File: config.mk
export PLATFORM = sky130hd
export DESIGN_NAME = epsilon_greedy_selector
export DESIGN_NICKNAME = d
export VERILOG_FILES = /design/src/rtl/epsilon_greedy_selector.sv
export SDC_FILE = /design/constraint.sdc
export NUM_CORES = 1
export LEC_CHECK = 0
export CAP_MARGIN = 20
export CORE_MARGIN = 3
export CORE_UTILIZATION = 49
export CTS_BUF_LIST = sky130_fd_sc_hd__clkbuf_8
export CTS_CLUSTER_SIZE = 24
export DETAILED_ROUTE_END_ITERATION = 8
export PLACE_DENSITY = 0.86
export RECOVER_POWER = 50
export SYNTH_ARGS = -nofsm -noshare
export SYNTH_HDL_FRONTEND = slang
export SYNTH_SLANG_ARGS = --single-unit
File: constraint.sdc
create_clock -name clk -period 2.8 [get_ports clk]
set_input_delay 0.56 -clock clk [delete_from_list [all_inputs] [get_ports clk]]
set_output_delay 0.56 -clock clk [all_outputs]
set_load 0.05 [all_outputs]
File: src/rtl/epsilon_greedy_selector.sv
// Epsilon-greedy action selector: argmax over streamed Q-values, or a random action when a random draw falls below epsilon.
// Optional epsilon decay on episode completion is enabled by defining EPSILON_DECAY_EN.
module epsilon_greedy_selector #(
  parameter int unsigned NUM_ACTIONS = 4,
  parameter int unsigned DATA_WIDTH  = 16,
  parameter logic [7:0]  EPS_INIT    = 8'd255,
  parameter logic [7:0]  EPS_MIN     = 8'd13,
  parameter logic [7:0]  EPS_STEP    = 8'd1
) (
  input  logic                           clk,
  input  logic                           rst_n,
  input  logic                           i_start,
  input  logic                           i_q_valid,
  input  logic [DATA_WIDTH-1:0]          i_q_data,
  input  logic [7:0]                     i_random_data,
  output logic                           o_random_enable,
  input  logic                           i_episode_done,
  output logic [$clog2(NUM_ACTIONS)-1:0] o_action,
  output logic                           o_action_valid,
  output logic                           o_explored,
  output logic                           o_busy,
  output logic [7:0]                     o_epsilon
);

  localparam int unsigned AW = $clog2(NUM_ACTIONS);

  typedef enum logic [2:0] {IDLE, DRAW_E, DRAW_A, COLLECT, DECIDE} state_t;

  state_t                        state, state_next;
  logic [AW-1:0]                 idx;
  logic signed [DATA_WIDTH-1:0]  max_val;
  logic [AW-1:0]                 arg_idx;
  logic [7:0]                    r_explore;
  logic [AW-1:0]                 r_rand_act;
  logic                          first_collect;
  logic [AW-1:0]                 action_q;
  logic                          explored_q;
  logic                          explore;
  logic [AW-1:0]                 dec_action;
  logic                          last_beat;
  logic [7:0]                    epsilon;

  assign last_beat = (state == COLLECT) && i_q_valid && (idx == AW'(NUM_ACTIONS - 1));

  always_ff @(posedge clk) begin
    if (!rst_n) state <= IDLE;
    else        state <= state_next;
  end

  always_comb begin
    state_next = state;
    case (state)
      IDLE:    if (i_start) state_next = DRAW_E;
      DRAW_E:  state_next = DRAW_A;
      DRAW_A:  state_next = COLLECT;
      COLLECT: if (last_beat) state_next = DECIDE;
      DECIDE:  state_next = IDLE;
      default: state_next = IDLE;
    endcase
  end

  // Decision is formed combinationally in DECIDE so it sees the pre-decay epsilon
  always_comb begin
    explore    = (r_explore < epsilon);
    dec_action = explore ? r_rand_act : arg_idx;
  end

  always_comb begin
    o_random_enable = 1'b0;
    o_action_valid  = 1'b0;
    o_busy          = (state != IDLE);
    o_action        = action_q;
    o_explored      = explored_q;
    case (state)
      DRAW_E, DRAW_A: o_random_enable = 1'b1;
      DECIDE: begin
        o_action_valid = 1'b1;
        o_action       = dec_action;
        o_explored     = explore;
      end
      default: ;
    endcase
  end

  always_ff @(posedge clk) begin
    if (!rst_n) begin
      idx           <= '0;
      max_val       <= '0;
      arg_idx       <= '0;
      r_explore     <= '0;
      r_rand_act    <= '0;
      first_collect <= 1'b0;
      action_q      <= '0;
      explored_q    <= 1'b0;
    end else begin
      first_collect <= (state == DRAW_A);
      if (state == DRAW_A) r_explore <= i_random_data;
      if (state == COLLECT && first_collect) r_rand_act <= i_random_data[AW-1:0];
      if (state == COLLECT && i_q_valid) begin
        // Strict compare keeps the lowest index on ties
        if (idx == '0 || $signed(i_q_data) > max_val) begin
          max_val <= $signed(i_q_data);
          arg_idx <= idx;
        end
        idx <= idx + 1'b1;
      end
      if (state == DECIDE) begin
        action_q   <= dec_action;
        explored_q <= explore;
      end
    end
  end

`ifdef EPSILON_DECAY_EN
  always_ff @(posedge clk) begin
    if (!rst_n)
      epsilon <= EPS_INIT;
    else if (i_episode_done)
      epsilon <= ({1'b0, epsilon} >= ({1'b0, EPS_MIN} + {1'b0, EPS_STEP})) ? epsilon - EPS_STEP : EPS_MIN;
  end
`else
  logic unused_decay;
  assign epsilon      = EPS_INIT;
  assign unused_decay = ^{i_episode_done, EPS_MIN, EPS_STEP};
`endif

  assign o_epsilon = epsilon;

endmodule

== After elaboration in Yosys (flattened, before gate mapping) ==
Index checks and enable logic that the tools add are counted.

* Bits in registers: 37
* Bits of input ports: 29
* Output and inout port bits: 14
* Word-level logic and storage cells: 37

* Add/sub/neg operators: 1
* Order comparisons: 2
* Equality and inequality tests: 7
* Muxes and demuxes: 8
* Reduce and logical (&&, ||, !) cells: 10

{| class="wikitable"
|+ Operators with widths
! operator !! number
|-
| greater-than comparator 16 bit || 1
|-
| case mux 3 bit (4 select lines) || 1
|-
| less-than comparator 8 bit, second input constant || 1
|-
| == test 3 x 2 -> 1 bit, second input constant || 2
|-
| two-way mux 3 bit || 2
|-
| two-way mux 2 bit || 2
|-
| inequality test 2 bit, second input constant || 2
|-
| AND reduction 2 bit || 2
|-
| == test 3 x 1 -> 1 bit, second input constant || 1
|-
| == test 3 bit, second input constant || 1
|-
| logical AND 1 bit || 3
|-
| zero test 3 bit || 1
|-
| two-way mux 1 bit || 3
|-
| nonzero test 3 bit || 1
|-
| adder 2 x 1 -> 2 bit, second input constant || 1
|-
| == test 2 bit, second input constant || 1
|-
| zero test 2 bit || 1
|-
| OR reduction 2 bit || 1
|-
| logical OR 1 bit || 1
|}

== Depth between registers and ports, before layout ==
Gate-level depths: netlist of the first run.

* Depth after elaboration: 5
* Depth in mapped cells: 10
* Mapped depth without buffers: 8

== Worst setup path before layout of the first run ==
No wires, ideal clock.

* Path kind: register to output
* From: register state[2]
* To: output o_action[0]
* Arrival time: 2.793 ns
* Data required time: 2.240 ns
* Setup slack: -0.553 ns
* Cell stages (with the launch flop): 4
* Buffers on the path: 0
* Cells stage by stage: dfxtp_1 nor3b_1 nor2_1 a21oi_1

* Word-level cells in the longest chain between the ends: 2

{| class="wikitable"
|+ RTL lines
! item !! RTL line !! text
|-
| start, declared || 29 || <nowiki>state_t state, state_next;</nowiki>
|-
| start signal, assigned || 47 || <nowiki>else state <= state_next;</nowiki>
|-
| == test 3 bit || 74 || <nowiki>case (state)</nowiki>
|-
| two-way mux 2 bit || n/a ||
|-
| end, declared || 18 || <nowiki>output logic [$clog2(NUM_ACTIONS)-1:0] o_action,</nowiki>
|}

No other way between the ends.

== Final worst setup path of the first run ==
* From: input i_q_data[15]
* To: register arg_idx[0]

* Word-level cells in the longest chain between the ends: 3

{| class="wikitable"
|+ RTL lines
! item !! RTL line !! text
|-
| start, declared || 14 || <nowiki>input logic [DATA_WIDTH-1:0] i_q_data,</nowiki>
|-
| greater-than comparator 16 bit || 101 || <nowiki>if (idx == '0 || $signed(i_q_data) > max_val) begin</nowiki>
|-
| logical OR 1 bit || 101 ||
|-
| AND reduction 2 bit (no line) || n/a ||
|-
| end signal, assigned || 103 || <nowiki>arg_idx <= idx;</nowiki>
|-
| end, declared || 32 || <nowiki>logic [AW-1:0] arg_idx;</nowiki>
|}

No other way between the ends.
A chain may end at the register's enable or synchronous reset.

==> metrics.csv, run 1 <==
stage,metric,value,unit
clocking,Skew-Pair Late Insertion Delay,290,ps
layout,Post-Layout Inst Area,2524,sq um
critical_path,crit path max fanout,10,
route,Max Used Layer,met4,
clocking,Clock Root Buffer,clkbuf_8,
sta,Setup Viol. Count Final,0,
synthesis,post-synthesis sequential area ratio,0.3603,
sta,Final Cycle Share,0.9541,
synthesis,proportion of netlist area held by the largest area contributor,0.3603,
critical_path,Worst Path Arrival,2900,ps
power,combinational power share,0.237,
sta,final worst setup slack,128.4,ps
floorplanning,DIE HEIGHT,70.77,um
critical_path,critical path type,input pin to flip-flop,
clocking,post_cts resized,0,
clocking,setup bufs post-CTS,0,
route,vias,1650,
synthesis,Syn Area/Cell,8.460,sq um
layout,Util after Layout,0.6549,
layout,Non-Filler Instances,327,
place,RePlAce Congestion,0.7665,
synthesis,Syn Std Cell Area,2056,sq um
power,Clock power frac,0.345,
clocking,CTS tree,done,
critical_path,crit path cell chain,clkdlybuf4s50_1 -> ha_1 -> nand4_4 -> nor2_1 -> a311o_1 -> a221oi_2 -> mux2i_2 -> buf_4 -> mux2i_1,
clocking,post-cts hold buffer count,0,
synthesis,Synth warnings,0,
place,placed cell area,2401,sq um
route,Via density,5.046,
power,Pleak,1.104,nW
synthesis,gate count of the mapped netlist,243,
place,dpl hpwl,2.796,mm
grt,total grt overflow,0,
sta,RSZ-0062 raised after global routing,no,
layout,Ant. Diodes,0,
sta,minimum clock period,2672,ps
critical_path,WP data required,3020,ps
route,post-route ant nets,0,
critical_path,CP top delay family,buffers and inverters,
clocking,CTS HTree Levels,2,
layout,area grow syn2layout,22.76,%
grt,global-route wire length before repair,6.423,mm
critical_path,Worst setup SP type,input pin,
route,drt pass-1 iters,4,
power,Net Switching,420.5,uW
grt,Total Routing Usage GR,0.1593,
critical_path,kind of end point of the critical path,flip-flop,
grt,initial antenna violation count,0,
floorplanning,total core area,3854,sq um
place,Port Buf Inserts,33,
route,Total Wirelength,3.796,mm
clocking,clock tree sinks,37,
sta,Max transition margin,0.3802,
route,WL met1,1.754,mm
power,Cell Pwr Density,557.6,nW/um^2
sta,hold violation count in the final report,0,
synthesis,async set-reset flop share out of synthesis,0,
layout,Fillers,322,
floorplanning,Die Span X,70.77,um
layout,Nets,325,
floorplanning,io pins,43,
power,VDD IR-drop max,0.3611,mV
place,dpl cells,319,
sta,Final Max Slew Viols,0,
clocking,Clock Pin Slew Worst Setup and Hold Paths,70,ps
route,met3 wire length,171,um
synthesis,Unique masters post-synth,34,
min_path,HP Class,flip-flop to flip-flop,
synthesis,top_reg_cell synth,dfxtp_1,
clocking,Num CTS Buffers,5,
synthesis,Post-synth EDFFs,0,
place,pre-CTS setup slack,-175.1,ps
grt,largest net degree at the start of global routing,55,
critical_path,CP max stage cell,clkdlybuf4s50_1,
power,Internal,986.8,uW
sta,Clock Skews,6.735,ps
synthesis,dominant cells by area after synthesis,"dfxtp_1, nand2_1, ha_1",
route,post-DR wirelength/cell,11.61,um
critical_path,max incr delay on CP,440,ps
run_status,run status,finished clean,
run,max-cap viol count,0,
sta,Worst-Margin Slew,929.7,ps
critical_path,worst path bufs/invs,2,
power,Reg power frac,0.418,
synthesis,cell taking the most area after synthesis,dfxtp_1,
floorplanning,initial core utilization,0.5334,
layout,layout cells sized above 1,0.07168,
clocking,CTS Buffer Depth,2,
route,metal2 WL,1.825,mm
route,DR iter-0 viols,73,
route,drc violations,0,
grt,vias in the first global route,1531,
power,Switching Share,0.2988,
floorplanning,Die ar.,5008,sq um
floorplanning,# rows,22,
sta,max frequency,374.3,MHz
synthesis,Yosys reg bits,37,
## layout by cell type, fill, tap and decap left out, types with 3 or more instances in the layout
cell             netlist  layout
a21boi_0              11      11
mux2i_1               21      20
dfxtp_1               37      37
nand3_1                5       5
inv_1                 20      20
conb_1                 1       8
a21oi_1               11      11
ha_1                  18      18
nand4_1                4       4
nor2_1                 9       9
buf_4                  8       5
and3_1                 3       3
clkdlybuf4s50_1        0      29
clkbuf_8               0       6
nand2_1               62      62
and2_1                 5       5
## synth_stat cells, types with 2 or more instances
| cell type | n |
|---|---|
| nand3_1 | 5 |
| inv_1 | 20 |
| a21boi_0 | 11 |
| buf_4 | 8 |
| mux2i_1 | 21 |
| nor2_1 | 9 |
| nand4_1 | 4 |
| clkbuf_1 | 7 |
| and2_1 | 5 |
| a21oi_1 | 11 |
| and3_1 | 3 |
| a21o_1 | 2 |
| o21ai_0 | 2 |
| dfxtp_1 | 37 |
| ha_1 | 18 |
| nand2_1 | 62 |
## worst paths after layout
check	slack, ps	startpoint	to	depth (start not counted)
setup / recovery	130	i_q_data[15]	arg_idx[0]$_SDFFE_PN0P_	9
hold / removal	460	max_val[13]$_SDFFE_PN0P_	max_val[13]$_SDFFE_PN0P_	2
setup reg to reg	500	max_val[15]$_SDFFE_PN0P_	arg_idx[0]$_SDFFE_PN0P_	9
hold reg to reg	460	max_val[13]$_SDFFE_PN0P_	max_val[13]$_SDFFE_PN0P_	2
## cells by family (layout without fill, tap and decap cells)
group / Yosys count / in the layout / share of synthesized area
AO/OA/AOI/OAI: 31 / 31 / 0.1035
XOR/XNOR: 2 / 2 / 0.008523
adder cells (fa/ha/maj): 18 / 18 / 0.1096
buffers and inverters: 38 / 67 / 0.09617
flip-flops: 37 / 37 / 0.3603
multiplexers: 21 / 21 / 0.1023
other: 1 / 8 / 0.001824
AND/OR/NAND/NOR: 95 / 95 / 0.2179
## flip-flops by register name (all words and copies together), names as in the netlist
name and cells:
action_q 2, first_collect 1, arg_idx 2, explored_q 1, r_rand_act 2, state 3
r_explore 8, max_val 16, idx 2
## metal layers
layer,track usage,vias to the layer above
li1,-,859
met1,0.1907,755
met2,0.2647,32
met3,0.04688,4
met4,0.06889,0
met5,0,-
## through the flow
stage	total power [mW]	TNS [ps]	hold slack (ps)
2_1_floorplan	0.8411	0	437.7
3_3_place_gp	0.9256	-2135	444.6
3_5_place_dp	0.9342	-2766	456.3
4_1_cts	1.420	0	466.8
5_1_grt	1.474	0	488.3
6_report	1.407	0	461.0
## worst register-to-register path: cells and delay by family (launching register included)
family | cells | cell delay (ps)
multiplexers | 2 | 480
adder cells (fa/ha/maj) | 1 | 320
buffers and inverters | 2 | 300
AO/OA/AOI/OAI | 2 | 600
flip-flops | 1 | 330
AND/OR/NAND/NOR | 2 | 210
## power by group through the flow
| stage | sequential, mW | combinational, mW | clock [mW] |
|---|---|---|---|
| 2_1_floorplan | 0.588 | 0.253 | 0 |
| 3_3_place_gp | 0.597 | 0.329 | 0 |
| 3_5_place_dp | 0.598 | 0.336 | 0 |
| 4_1_cts | 0.586 | 0.338 | 0.496 |
| 5_1_grt | 0.593 | 0.363 | 0.517 |
| 6_report | 0.588 | 0.334 | 0.485 |
## area by class of cell
cell class	instances	area [sq um]	area share
clock buffers	6	82.58	0.03272
multi-input cells	175	1159	0.4591
repair buffers	39	369.1	0.1463
well taps	48	60.06	0.02380
clock inverters	2	37.54	0.01487
flip-flops and latches	37	740.7	0.2935
inverters	20	75.07	0.02975
No activity file was read; power rests on OpenSTA's default activity.
==> run 2: changes to the inputs <==
--- a/config.mk
+++ b/config.mk
@@ -13,6 +13,7 @@
 export DETAILED_ROUTE_END_ITERATION = 8
 export PLACE_DENSITY = 0.86
 export RECOVER_POWER = 50
+export SKIP_CTS_REPAIR_TIMING = 1
 export SYNTH_ARGS = -nofsm -noshare
 export SYNTH_HDL_FRONTEND = slang
 export SYNTH_SLANG_ARGS = --single-unit
==> results of run 2 <==
Final layout, timing and power as in run 1 (identical DEF).
==> run 3: changes to the inputs <==
--- a/config.mk
+++ b/config.mk
@@ -6,14 +6,13 @@
 export NUM_CORES = 1
 export LEC_CHECK = 0
 export CAP_MARGIN = 20
-export CORE_MARGIN = 3
-export CORE_UTILIZATION = 49
+export CORE_MARGIN = 8
+export CORE_UTILIZATION = 48
 export CTS_BUF_LIST = sky130_fd_sc_hd__clkbuf_8
 export CTS_CLUSTER_SIZE = 24
 export DETAILED_ROUTE_END_ITERATION = 8
-export PLACE_DENSITY = 0.86
+export PLACE_DENSITY = 0.88
 export RECOVER_POWER = 50
-export SKIP_CTS_REPAIR_TIMING = 1
 export SYNTH_ARGS = -nofsm -noshare
 export SYNTH_HDL_FRONTEND = slang
 export SYNTH_SLANG_ARGS = --single-unit
==> constraint.sdc (replaced) <==
create_clock -name clk -period 2.2 [get_ports clk]
set_input_delay 0.44 -clock clk [delete_from_list [all_inputs] [get_ports clk]]
set_output_delay 0.44 -clock clk [all_outputs]
set_load 0.05 [all_outputs]
==> run 3 against run 2 <==
The flow now finishes with violations (negative setup slack). Critical endpoint is now max_val[11]$_SDFFE_PN0P_. Core utilization rose by 2.7 points. Clock-buffer cell count decreased by 1. Cell count increased by 4.3%. Sequential share of layout area shrank 3.6 points.
==> metrics.csv, run 3 (synthesis gave the netlist of run 1 again) <==
stage,metric,value,unit,change
clocking,Clock Root Buffer,clkbuf_8,,
place,placed cell area,2561,sq um,+6.7%
grt,largest net degree at the start of global routing,45,,-18%
run_status,run status,finished with violations,,
route,post-DR wirelength/cell,16.12,um,+39%
critical_path,kind of end point of the critical path,flip-flop,,
sta,minimum clock period,2407,ps,
route,vias,1780,,+7.9%
clocking,Skew-Pair Late Insertion Delay,300,ps,about the same
grt,total grt overflow,0,,unchanged
min_path,HP Class,flip-flop to flip-flop,,
grt,vias in the first global route,1895,,+24%
place,dpl hpwl,3.338,mm,+19%
critical_path,Worst setup SP type,input pin,,
route,drc violations,0,,unchanged
layout,Nets,335,,+3.1%
layout,layout cells sized above 1,0.2180,,+0.1463
floorplanning,total core area,4234,sq um,+9.9%
route,Via density,5.220,,+3.4%
floorplanning,io pins,43,,unchanged
layout,area grow syn2layout,40.54,%,
route,Total Wirelength,5.496,mm,+45%
grt,initial antenna violation count,0,,unchanged
layout,max reg flops,16,,unchanged
sta,Clock Skews,5.593,ps,-1.142 ps
floorplanning,# rows,24,,+9.1%
layout,Post-Layout Inst Area,2889,sq um,+14%
route,drt pass-1 iters,4,,unchanged
layout,Top Registers,"max_val x16, r_explore x8, state x3",,
clocking,CTS Buffer Depth,2,,unchanged
power,Cell Pwr Density,656.1,nW/um^2,+18%
grt,Total Routing Usage GR,0.1739,,+0.01464
layout,"commonest cells after routing, fill and taps aside","nand2_1, dfxtp_1, inv_1, mux2i_1, dlygate4sd2_1",,
clocking,Clock Pin Slew Worst Setup and Hold Paths,80,ps,about the same
run,max-cap viol count,0,,unchanged
layout,Ant. Diodes,0,,unchanged
floorplanning,initial core utilization,0.4855,,-0.04792
layout,"most common cell after layout, fill and taps aside",nand2_1,,
clocking,CTS HTree Levels,2,,unchanged
sta,hold violation count in the final report,0,,unchanged
sta,final worst setup slack,-207.0,ps,-335.4 ps
sta,RSZ-0062 raised after global routing,yes,,
floorplanning,DIE HEIGHT,81.44,um,+15%
grt,global-route wire length before repair,8.818,mm,+37%
power,Pleak,1.205,nW,+9.1%
sta,Setup Viol. Count Final,18,,+18
sta,max frequency,415.5,MHz,
power,Total Power,1.896,mW,+35%
layout,Fillers,310,,-3.7%
clocking,post-cts hold buffer count,0,,
place,Port Buf Inserts,33,,unchanged
clocking,CTS tree,done,,
floorplanning,Die ar.,6632,sq um,+32%
critical_path,crit path max fanout,6,,-4
power,VDD IR-drop max,0.3804,mV,+5.3%
route,DR iter-0 viols,90,,+23%
route,post-route ant nets,0,,unchanged
run_status,failing checks,negative setup slack,,
critical_path,Worst Path Arrival,2620,ps,-280 ps
sta,Final Cycle Share,1.094,,
critical_path,critical path type,input pin to flip-flop,,
sta,Final Max Slew Viols,0,,unchanged
place,RePlAce Congestion,0.7770,,+1.4%
floorplanning,Die Span X,81.44,um,+15%
critical_path,WP data required,2410,ps,-610 ps
clocking,clock tree sinks,37,,unchanged
clocking,Num CTS Buffers,5,,unchanged
layout,Top reg by flops,max_val,,
[run 3: changes by cell type in the layout (fill, tap and decap cells not counted), sizes merged, moves of 2 or more]
cell           before  now
dlygate4sd2         0   13
clkdlybuf4s15       0    2
buf                 5   20
clkbuf              8    6
clkdlybuf4s50      29   12
[run 3: critical path, cell delays in order]
cell,delay [ps]
clkdlybuf4s15_2,210
ha_4,250
buf_6,110
a21oi_4,140
nor2_2,70
a311o_1,350
a221oi_4,220
mux2i_2,300
buf_4,160
clkbuf_16,150
mux2i_2,220
[run 3: final cells by class]
class / count / area [sq um] / area share
Clock buffer: 5 / 68.82 / 0.02382
Clock inverter: 3 / 46.29 / 0.01602
Inverter: 20 / 75.07 / 0.02599
Multi-Input combinational cell: 175 / 1363 / 0.4716
Sequential cell: 37 / 743.2 / 0.2573
Tap cell: 52 / 65.06 / 0.02252
Timing Repair Buffer: 49 / 528.0 / 0.1828
[run 3: stage by stage]
step | utilization | std cells | setup TNS, ps | worst slack [ps] | hold WS [ps]
after floorplan | - | 250 | 0 | 0.9721 | 437.7
after global placement | 0.6049 | 326 | -9610 | -539.9 | 443.7
after detailed placement | 0.6049 | 326 | -10910 | -629.0 | 451.2
after CTS | 0.6755 | 339 | -1099 | -96.10 | 461.4
after global routing | 0.6823 | 341 | -3453 | -274.6 | 478.9
final | 0.6823 | 341 | -1925 | -207.0 | 459.4
[run 3: metal layers]
metal / wire (um) / global-route usage / up-vias / part of all wire
li1: - / - / 881 / -
met1: 2093 / 0.1776 / 829 / 0.38
met2: 2887 / 0.3142 / 55 / 0.53
met3: 318 / 0.04486 / 15 / 0.058
met4: 197 / 0.1000 / 0 / 0.036
met5: 0 / 0 / - / 0
[run 3: final timing paths]
| check | cells after the start | endpoint | slack, ps | startpoint |
|---|---|---|---|---|
| max | 11 | max_val[11]$_SDFFE_PN0P_ | -210 | i_q_data[9] |
| min | 2 | max_val[3]$_SDFFE_PN0P_ | 460 | max_val[3]$_SDFFE_PN0P_ |
| max reg2reg | 11 | max_val[11]$_SDFFE_PN0P_ | -200 | max_val[9]$_SDFFE_PN0P_ |
| min reg2reg | 2 | max_val[3]$_SDFFE_PN0P_ | 460 | max_val[3]$_SDFFE_PN0P_ |
[run 3: report_power, final]
| part | leakage [nW] | switching (mW) | internal [mW] |
|---|---|---|---|
| clock network | 0.0543 | 0.273 | 0.339 |
| logic | 0.850 | 0.304 | 0.228 |
| registers | 0.301 | 0.0373 | 0.714 |
[run 3: repair_timing]
item / CTS / global route
endpoints found under the setup margin: 19 / 20
pin swaps: 15 / 5
buffers inserted: 4 / 4
endpoints found under the hold margin: 0 / 0
gates resized for setup: 40 / 6
gates cloned: 1 / 0
